==> src/rtl/mem_rr_arbiter_if.sv <==
// -----------------------------------------------------------------------------
// mem_rr_arbiter_if
//
// Bundles every non-clock/non-reset signal of mem_rr_arbiter: the two requester
// command/response channels, the memory-side pins and the status outputs.
//
//   slave  modport : seen by the arbiter (takes requests, drives the memory).
//   master modport : seen by the surroundings (requesters + memory model).
//
// Requester channel (x = a, b):
//   x_req_valid  command present          x_req_ready  command accepted
//   x_req_wen    1 = write, 0 = read      x_req_addr   target address
//   x_req_wdata  write data               x_rsp_valid  one-cycle read strobe
//   x_rsp_rdata  read data (held between strobes)
// Memory side:
//   mem_en / mem_wen / mem_addr / mem_wdata  registered access to the memory
//   mem_rdata / mem_valid                    combinational memory read return
// Status:
//   rd_err        pulse when an issued read saw mem_valid = 0
//   x_grant_cnt   saturating count of accepted commands per requester
// -----------------------------------------------------------------------------
interface mem_rr_arbiter_if #(
  parameter int ADDR_WIDTH = 4,
  parameter int DATA_WIDTH = 32,
  parameter int CNT_WIDTH  = 16
);

  // requester A
  logic                  a_req_valid;
  logic                  a_req_ready;
  logic                  a_req_wen;
  logic [ADDR_WIDTH-1:0] a_req_addr;
  logic [DATA_WIDTH-1:0] a_req_wdata;
  logic                  a_rsp_valid;
  logic [DATA_WIDTH-1:0] a_rsp_rdata;

  // requester B
  logic                  b_req_valid;
  logic                  b_req_ready;
  logic                  b_req_wen;
  logic [ADDR_WIDTH-1:0] b_req_addr;
  logic [DATA_WIDTH-1:0] b_req_wdata;
  logic                  b_rsp_valid;
  logic [DATA_WIDTH-1:0] b_rsp_rdata;

  // memory pins
  logic                  mem_en;
  logic                  mem_wen;
  logic [ADDR_WIDTH-1:0] mem_addr;
  logic [DATA_WIDTH-1:0] mem_wdata;
  logic [DATA_WIDTH-1:0] mem_rdata;
  logic                  mem_valid;

  // status
  logic                  rd_err;
  logic [CNT_WIDTH-1:0]  a_grant_cnt;
  logic [CNT_WIDTH-1:0]  b_grant_cnt;

  modport slave (
    input  a_req_valid, a_req_wen, a_req_addr, a_req_wdata,
    output a_req_ready, a_rsp_valid, a_rsp_rdata,
    input  b_req_valid, b_req_wen, b_req_addr, b_req_wdata,
    output b_req_ready, b_rsp_valid, b_rsp_rdata,
    output mem_en, mem_wen, mem_addr, mem_wdata,
    input  mem_rdata, mem_valid,
    output rd_err, a_grant_cnt, b_grant_cnt
  );

  modport master (
    output a_req_valid, a_req_wen, a_req_addr, a_req_wdata,
    input  a_req_ready, a_rsp_valid, a_rsp_rdata,
    output b_req_valid, b_req_wen, b_req_addr, b_req_wdata,
    input  b_req_ready, b_rsp_valid, b_rsp_rdata,
    input  mem_en, mem_wen, mem_addr, mem_wdata,
    output mem_rdata, mem_valid,
    input  rd_err, a_grant_cnt, b_grant_cnt
  );

endinterface

==> src/rtl/mem_rr_arbiter.sv <==
// -----------------------------------------------------------------------------
// mem_rr_arbiter
//
// Two-requester round-robin arbiter and access sequencer for a 16x32
// single-port memory with combinational read.
//
// Ports:
//   clk   clock
//   rstn  asynchronous active-low reset
//   bus   mem_rr_arbiter_if.slave -- requester A/B command and response
//         channels, memory pins, rd_err pulse and per-requester grant counters
//
// Pipeline:
//   cycle N   : combinational grant on the current valids, command accepted
//   cycle N+1 : registered memory access (mem_en high); read data is returned
//               combinationally by the memory and captured at the closing edge
//   cycle N+2 : owner's rsp_valid strobe (+ rd_err if the memory flagged it)
// One command is accepted every cycle at least one requester is valid.
// -----------------------------------------------------------------------------
module mem_rr_arbiter #(
  parameter int ADDR_WIDTH = 4,
  parameter int DATA_WIDTH = 32,
  parameter int CNT_WIDTH  = 16
) (
  input  logic            clk,
  input  logic            rstn,
  mem_rr_arbiter_if.slave bus
);

  typedef enum logic {
    GNT_A = 1'b0,
    GNT_B = 1'b1
  } gnt_e;

  // Saturating increment: holds at all-ones instead of wrapping.
  function automatic logic [CNT_WIDTH-1:0] sat_inc(input logic [CNT_WIDTH-1:0] v);
    if (&v) begin
      return v;
    end
    return v + CNT_WIDTH'(1);
  endfunction

  // Round-robin pick. On a tie the requester that did not win last time goes.
  // Returns {grant_b, grant_a}.
  function automatic logic [1:0] rr_pick(input logic a_v, input logic b_v, input gnt_e last);
    logic [1:0] g;
    g = 2'b00;
    if (a_v && b_v) begin
      g = (last == GNT_B) ? 2'b01 : 2'b10;
    end else begin
      g = {b_v, a_v};
    end
    return g;
  endfunction

  gnt_e                  last_grant;
  logic                  gnt_a;
  logic                  gnt_b;
  logic                  accept;
  logic                  sel_wen;
  logic [ADDR_WIDTH-1:0] sel_addr;
  logic [DATA_WIDTH-1:0] sel_wdata;

  logic                  vld_p0;
  logic                  wen_p0;
  logic                  rd_p0;
  logic                  own_b_p0;
  logic [ADDR_WIDTH-1:0] addr_p0;
  logic [DATA_WIDTH-1:0] wdata_p0;

  logic                  a_vld_p1;
  logic                  b_vld_p1;
  logic                  err_p1;
  logic [DATA_WIDTH-1:0] a_rdata_p1;
  logic [DATA_WIDTH-1:0] b_rdata_p1;

  logic [CNT_WIDTH-1:0]  a_cnt;
  logic [CNT_WIDTH-1:0]  b_cnt;

  // Stage: request arbitration (combinational, cycle N).
  // Ready is gated by rstn so nothing is accepted while reset is held.
  always_comb begin
    logic [1:0] pick;
    pick  = rr_pick(bus.a_req_valid, bus.b_req_valid, last_grant);
    gnt_a = rstn & pick[0];
    gnt_b = rstn & pick[1];
  end

  assign accept = gnt_a | gnt_b;

  always_comb begin
    sel_wen   = bus.a_req_wen;
    sel_addr  = bus.a_req_addr;
    sel_wdata = bus.a_req_wdata;
    if (gnt_b) begin
      sel_wen   = bus.b_req_wen;
      sel_addr  = bus.b_req_addr;
      sel_wdata = bus.b_req_wdata;
    end
  end

  assign bus.a_req_ready = gnt_a;
  assign bus.b_req_ready = gnt_b;

  // Stage p0: registered memory access (cycle N+1).
  // Address/data hold their last value when idle; only en/wen drop.
  always_ff @(posedge clk or negedge rstn) begin
    if (!rstn) begin
      vld_p0   <= 1'b0;
      wen_p0   <= 1'b0;
      rd_p0    <= 1'b0;
      own_b_p0 <= 1'b0;
      addr_p0  <= '0;
      wdata_p0 <= '0;
    end else begin
      vld_p0 <= accept;
      wen_p0 <= accept & sel_wen;
      rd_p0  <= accept & ~sel_wen;
      if (accept) begin
        own_b_p0 <= gnt_b;
        addr_p0  <= sel_addr;
        wdata_p0 <= sel_wdata;
      end
    end
  end

  assign bus.mem_en    = vld_p0;
  assign bus.mem_wen   = wen_p0;
  assign bus.mem_addr  = addr_p0;
  assign bus.mem_wdata = wdata_p0;

  // Stage p1: read response (cycle N+2).
  // The memory read is combinational, so the data present during the issue
  // cycle is captured at its closing edge. The non-owner's data register holds.
  always_ff @(posedge clk or negedge rstn) begin
    if (!rstn) begin
      a_vld_p1   <= 1'b0;
      b_vld_p1   <= 1'b0;
      err_p1     <= 1'b0;
      a_rdata_p1 <= '0;
      b_rdata_p1 <= '0;
    end else begin
      a_vld_p1 <= rd_p0 & ~own_b_p0;
      b_vld_p1 <= rd_p0 & own_b_p0;
      err_p1   <= rd_p0 & ~bus.mem_valid;
      if (rd_p0 && !own_b_p0) begin
        a_rdata_p1 <= bus.mem_rdata;
      end
      if (rd_p0 && own_b_p0) begin
        b_rdata_p1 <= bus.mem_rdata;
      end
    end
  end

  assign bus.a_rsp_valid = a_vld_p1;
  assign bus.b_rsp_valid = b_vld_p1;
  assign bus.a_rsp_rdata = a_rdata_p1;
  assign bus.b_rsp_rdata = b_rdata_p1;
  assign bus.rd_err      = err_p1;

  // Arbitration state and grant counters; both move only on an accepted command.
  // last_grant resets to B so that A wins the first tie.
  always_ff @(posedge clk or negedge rstn) begin
    if (!rstn) begin
      last_grant <= GNT_B;
      a_cnt      <= '0;
      b_cnt      <= '0;
    end else begin
      if (gnt_a) begin
        last_grant <= GNT_A;
        a_cnt      <= sat_inc(a_cnt);
      end else if (gnt_b) begin
        last_grant <= GNT_B;
        b_cnt      <= sat_inc(b_cnt);
      end
    end
  end

  assign bus.a_grant_cnt = a_cnt;
  assign bus.b_grant_cnt = b_cnt;

endmodule

==> src/flat_wrapper.sv <==
// flat-port wrapper written by rule: the top's interface ports become plain ports
module mem_rr_arbiter_flat 
#(
  parameter int ADDR_WIDTH = 4,
  parameter int DATA_WIDTH = 32,
  parameter int CNT_WIDTH  = 16
)
  (clk, rstn, bus_a_req_valid, bus_a_req_wen, bus_a_req_addr, bus_a_req_wdata, bus_a_req_ready, bus_a_rsp_valid, bus_a_rsp_rdata, bus_b_req_valid, bus_b_req_wen, bus_b_req_addr, bus_b_req_wdata, bus_b_req_ready, bus_b_rsp_valid, bus_b_rsp_rdata, bus_mem_en, bus_mem_wen, bus_mem_addr, bus_mem_wdata, bus_mem_rdata, bus_mem_valid, bus_rd_err, bus_a_grant_cnt, bus_b_grant_cnt);
  mem_rr_arbiter_if #(.ADDR_WIDTH(ADDR_WIDTH), .DATA_WIDTH(DATA_WIDTH), .CNT_WIDTH(CNT_WIDTH)) bus_i ();
  input  logic clk;
  input  logic rstn;
  input wire logic [$bits(bus_i.a_req_valid)-1:0] bus_a_req_valid;
  input wire logic [$bits(bus_i.a_req_wen)-1:0] bus_a_req_wen;
  input wire logic [$bits(bus_i.a_req_addr)-1:0] bus_a_req_addr;
  input wire logic [$bits(bus_i.a_req_wdata)-1:0] bus_a_req_wdata;
  output wire logic [$bits(bus_i.a_req_ready)-1:0] bus_a_req_ready;
  output wire logic [$bits(bus_i.a_rsp_valid)-1:0] bus_a_rsp_valid;
  output wire logic [$bits(bus_i.a_rsp_rdata)-1:0] bus_a_rsp_rdata;
  input wire logic [$bits(bus_i.b_req_valid)-1:0] bus_b_req_valid;
  input wire logic [$bits(bus_i.b_req_wen)-1:0] bus_b_req_wen;
  input wire logic [$bits(bus_i.b_req_addr)-1:0] bus_b_req_addr;
  input wire logic [$bits(bus_i.b_req_wdata)-1:0] bus_b_req_wdata;
  output wire logic [$bits(bus_i.b_req_ready)-1:0] bus_b_req_ready;
  output wire logic [$bits(bus_i.b_rsp_valid)-1:0] bus_b_rsp_valid;
  output wire logic [$bits(bus_i.b_rsp_rdata)-1:0] bus_b_rsp_rdata;
  output wire logic [$bits(bus_i.mem_en)-1:0] bus_mem_en;
  output wire logic [$bits(bus_i.mem_wen)-1:0] bus_mem_wen;
  output wire logic [$bits(bus_i.mem_addr)-1:0] bus_mem_addr;
  output wire logic [$bits(bus_i.mem_wdata)-1:0] bus_mem_wdata;
  input wire logic [$bits(bus_i.mem_rdata)-1:0] bus_mem_rdata;
  input wire logic [$bits(bus_i.mem_valid)-1:0] bus_mem_valid;
  output wire logic [$bits(bus_i.rd_err)-1:0] bus_rd_err;
  output wire logic [$bits(bus_i.a_grant_cnt)-1:0] bus_a_grant_cnt;
  output wire logic [$bits(bus_i.b_grant_cnt)-1:0] bus_b_grant_cnt;
  assign bus_i.a_req_valid = bus_a_req_valid;
  assign bus_i.a_req_wen = bus_a_req_wen;
  assign bus_i.a_req_addr = bus_a_req_addr;
  assign bus_i.a_req_wdata = bus_a_req_wdata;
  assign bus_a_req_ready = bus_i.a_req_ready;
  assign bus_a_rsp_valid = bus_i.a_rsp_valid;
  assign bus_a_rsp_rdata = bus_i.a_rsp_rdata;
  assign bus_i.b_req_valid = bus_b_req_valid;
  assign bus_i.b_req_wen = bus_b_req_wen;
  assign bus_i.b_req_addr = bus_b_req_addr;
  assign bus_i.b_req_wdata = bus_b_req_wdata;
  assign bus_b_req_ready = bus_i.b_req_ready;
  assign bus_b_rsp_valid = bus_i.b_rsp_valid;
  assign bus_b_rsp_rdata = bus_i.b_rsp_rdata;
  assign bus_mem_en = bus_i.mem_en;
  assign bus_mem_wen = bus_i.mem_wen;
  assign bus_mem_addr = bus_i.mem_addr;
  assign bus_mem_wdata = bus_i.mem_wdata;
  assign bus_i.mem_rdata = bus_mem_rdata;
  assign bus_i.mem_valid = bus_mem_valid;
  assign bus_rd_err = bus_i.rd_err;
  assign bus_a_grant_cnt = bus_i.a_grant_cnt;
  assign bus_b_grant_cnt = bus_i.b_grant_cnt;
  mem_rr_arbiter #(.ADDR_WIDTH(ADDR_WIDTH), .DATA_WIDTH(DATA_WIDTH), .CNT_WIDTH(CNT_WIDTH)) u_core (.clk(clk), .rstn(rstn), .bus(bus_i));
endmodule
==> config.mk <==
export PLATFORM = sky130hd
export DESIGN_NAME = mem_rr_arbiter_flat
export DESIGN_NICKNAME = d
export VERILOG_FILES = /design/src/rtl/mem_rr_arbiter_if.sv /design/src/rtl/mem_rr_arbiter.sv /design/src/flat_wrapper.sv
export SDC_FILE = /design/constraint.sdc
export NUM_CORES = 1
export LEC_CHECK = 0
export CORE_ASPECT_RATIO = 0.9
export CORE_MARGIN = 3
export CORE_UTILIZATION = 31
export DETAILED_ROUTE_END_ITERATION = 7
export SETUP_SLACK_MARGIN = 0.4
export SLEW_MARGIN = 20
export SYNTH_ARGS = -nofsm -noshare
export SYNTH_HDL_FRONTEND = slang
export SYNTH_SLANG_ARGS = --single-unit
==> constraint.sdc <==
create_clock -name clk -period 2.3 [get_ports clk]
set_input_delay 0.46 -clock clk [delete_from_list [all_inputs] [get_ports clk]]
set_output_delay 0.46 -clock clk [all_outputs]
set_load 0.05 [all_outputs]
==> metrics.cfg <==
[clock_tree]
path_clk_slew_ns=0.06
cts_tree=done
clockRootBuffer=clkbuf_16
h-tree-depth=4
clockBufferDepth=2
cts_sinks=140
clock_latency_ns=0.42
numCtsBuffers=17

[sta]
skew_ns=0.00766
drv_slew=0
hold_viol_final=0
timing.max_slew.rel_slack_pct=43.3
setup_viol=0
rsz0062_at_grt=true
fin_crit_sh_pct=82.6
min_period_ns=1.90
finalSetupTns_ns=0
max_clock_freq_mhz=527
worst_pin_slew_ns=0.851
fin_ws_ns=0.401

[finish]
postLayoutCoreUtil_pct=51.1
area_delta_synth_final_pct=60.7
layout-drive-gt1-share_pct=22.8
n_antenna_cell=0
fillCellCount=1552
fin_nets=814

[power]
p_leak_nw=4.39
irDropWorstVdd_uv=803
power.share.clock_pct=26.5
power_density_nw_per_um2=1110
power.switching_mw=4.33
power_mw=10.1
seqPwrFrac_pct=34.1
p_sw_share_pct=42.7
p_int_mw=5.80
combPwrFrac_pct=39.4

[global_route]
grt_start_max_net_pins=70
overflow=0
grt_pass1_wl_um=25200
grt_pass1_vias=4564
grt_antenna_before_repair=0
gr-usage-all-layers_pct=16.1

[setup_path]
crit_path_top_delay_cell=dfstp_2
end_kind=output pin
crit_chain=nand2b_4 > nand2_8 > clkinv_8 > buf_12
critPathLaunchType=flip-flop
worst-endpoint-arrival_ns=1.44
crit_type=reg -> out
crit_family=flip-flops
worstPathRequired_ns=1.84
crit_buf_inv=2
crit_fanout=5
slowest_delay_ns=0.58

[logic_synthesis]
synth_warnings=0
ys_top_cells_by_area=dfrtp_1 61%, mux2_2 13%, a222oi_1 6.4%, xor2_1 4.2%, inv_1 2.6%
synth_seq_area_share_pct=61.9
synth_top_area_share_pct=61.5
avgSynthCellArea_um2=13.3
synth_area_um2=5660
synth-seq-cells=140
ys_types=37
synth_cells=424
synthArstFlopShare_pct=100
ys_top_cells_by_count=139 x dfrtp_1, 66 x mux2_2, 39 x inv_1
synth_edf_count=0
syn-num-nets=537
synth-main-ff-cell=dfrtp_1
synth.largest_area_cell=dfrtp_1
yosysMostFrequentCell=dfrtp_1

[run_status]
status=finished clean

[floorplanning]
die_w_um=148
die_y_um=134
die-area_um2=19900
coreArea_um2=17800
io_pins=250
placementRows=46
start_util_pct=31.8

[route]
drt_first_pass_iters=6
wirelength_um=16300
dr_total_vias=4553
drc=0
vias_per_cell=4.77
routedWlPerCell_um=17.1
drtIter0Drc=301
ant_nets=0

[place]
io_buffers=249
post-place-ws_ns=0.00897
dp_hpwl_um=11800
gp_congestion=0.753

[job]
drv_cap=0

[worst_hold_path]
holdCritPathClass=in -> async

placed cells by master (no fill, tap or decap), types with 5 or more instances in the layout:
| cell type | n |
|---|---|
| a222oi_1 | 36 |
| buf_4 | 25 |
| clkbuf_16 | 17 |
| clkbuf_2 | 8 |
| clkdlybuf4s50_1 | 107 |
| dfrtp_1 | 127 |
| dfrtp_2 | 12 |
| dlygate4sd2_1 | 126 |
| inv_1 | 39 |
| inv_6 | 5 |
| mux2_2 | 66 |
| nand2_1 | 11 |
| nand3_1 | 7 |
| nand4_1 | 8 |
| nor2_1 | 6 |
| nor3_1 | 14 |
| nor4_1 | 8 |
| xor2_1 | 27 |
timing repair:
item	in CTS	in global routing
resized for setup	145	25
endpoints found under the hold margin	5	0
endpoints found under the setup margin	139	16
hold buffers	1	0
pin swaps	0	2
cloned	0	1
setup buffers	1	6
power groups by stage:
stage	clock network (mW)	logic (mW)	registers [mW]
3_5_place_dp	0	4.40	3.52
2_1_floorplan	0	0.658	5.53
5_1_grt	2.88	4.17	3.54
6_report	2.68	3.99	3.46
4_1_cts	2.77	4.00	3.46
3_3_place_gp	0	4.37	3.50
final timing paths:
kind	from	endpoint	slack, ns	depth (start not counted)
setup / recovery	u_core.last_grant$_DFFE_PN1P_	bus_a_req_ready	0.40	4
hold / removal	rstn	u_core.bus.mem_addr[0]$_DFFE_PN0P_	0.05	2
setup reg to reg	u_core.bus.a_grant_cnt[0]$_DFFE_PN0P_	u_core.bus.a_grant_cnt[9]$_DFFE_PN0P_	0.49	5
hold reg to reg	u_core.bus.mem_wdata[21]$_DFFE_PN0P_	u_core.bus.mem_wdata[21]$_DFFE_PN0P_	0.49	2
max in group asynchronous	rstn	u_core.bus.b_grant_cnt[8]$_DFFE_PN0P_	0.79	3
min in group clk	u_core.bus.mem_wdata[21]$_DFFE_PN0P_	u_core.bus.mem_wdata[21]$_DFFE_PN0P_	0.49	2
metrics by stage:
step,cells,instance area (um^2),hold slack [ns]
6_report,954,9090,0.0541
5_1_grt,954,9090,0.0613
4_1_cts,947,9030,0.0340
3_5_place_dp,913,8590,0.266
3_3_place_gp,913,8590,0.262
2_1_floorplan,424,5680,0.164
area by class of cell:
type                            count  area, um^2  share of cell area (%)
Timing Repair inverter              1        5.00                  0.0550
Clock buffer                       17         425                    4.68
Sequential cell                   140        3520                    38.7
Inverter                           41         166                    1.83
Clock inverter                     15         153                    1.68
Tap cell                          240         300                    3.30
Multi-Input combinational cell    223        1970                    21.6
Timing Repair Buffer              277        2560                    28.1
state kept, by name (all words and copies together), names as in the netlist:
name / flops
u_core.bus.a_rsp_rdata: 32
u_core.bus.b_rsp_rdata: 32
u_core.bus.mem_wdata: 32
u_core.bus.a_grant_cnt: 16
u_core.bus.b_grant_cnt: 16
u_core.bus.mem_addr: 4
u_core.bus.a_rsp_valid: 1
u_core.bus.b_rsp_valid: 1
u_core.bus.mem_en: 1
u_core.bus.mem_wen: 1
u_core.bus.rd_err: 1
u_core.last_grant: 1
u_core.own_b_p0: 1
u_core.rd_p0: 1
kinds of logic (layout without fill, tap and decap cells):
group,after synthesis,count (layout),synth area share (%)
mux,67,67,13.3
simple gates,82,82,8.65
buf+inv,61,351,4.09
xor+xnor,29,29,4.49
compound gates,43,43,7.08
flops,140,140,61.9
fa+ha+maj,2,2,0.442
metal layers:
layer / GRT usage [%] / wire length, um / up-vias
met5: 0 / 0 / -
li1: - / - / 2115
met3: 5.68 / 1400 / 18
met2: 24.7 / 7410 / 198
met1: 21.6 / 7230 / 2222
met4: 4.82 / 281 / 0
worst reg2reg max path: cells and delay by family, from the launching register on:
| family | cells | cell delay, ns |
|---|---|---|
| xor+xnor | 1 | 0.17 |
| fa+ha+maj | 1 | 0.21 |
| flops | 1 | 0.39 |
| simple gates | 3 | 0.91 |
Note: power is estimated with default switching activity, not from simulation.
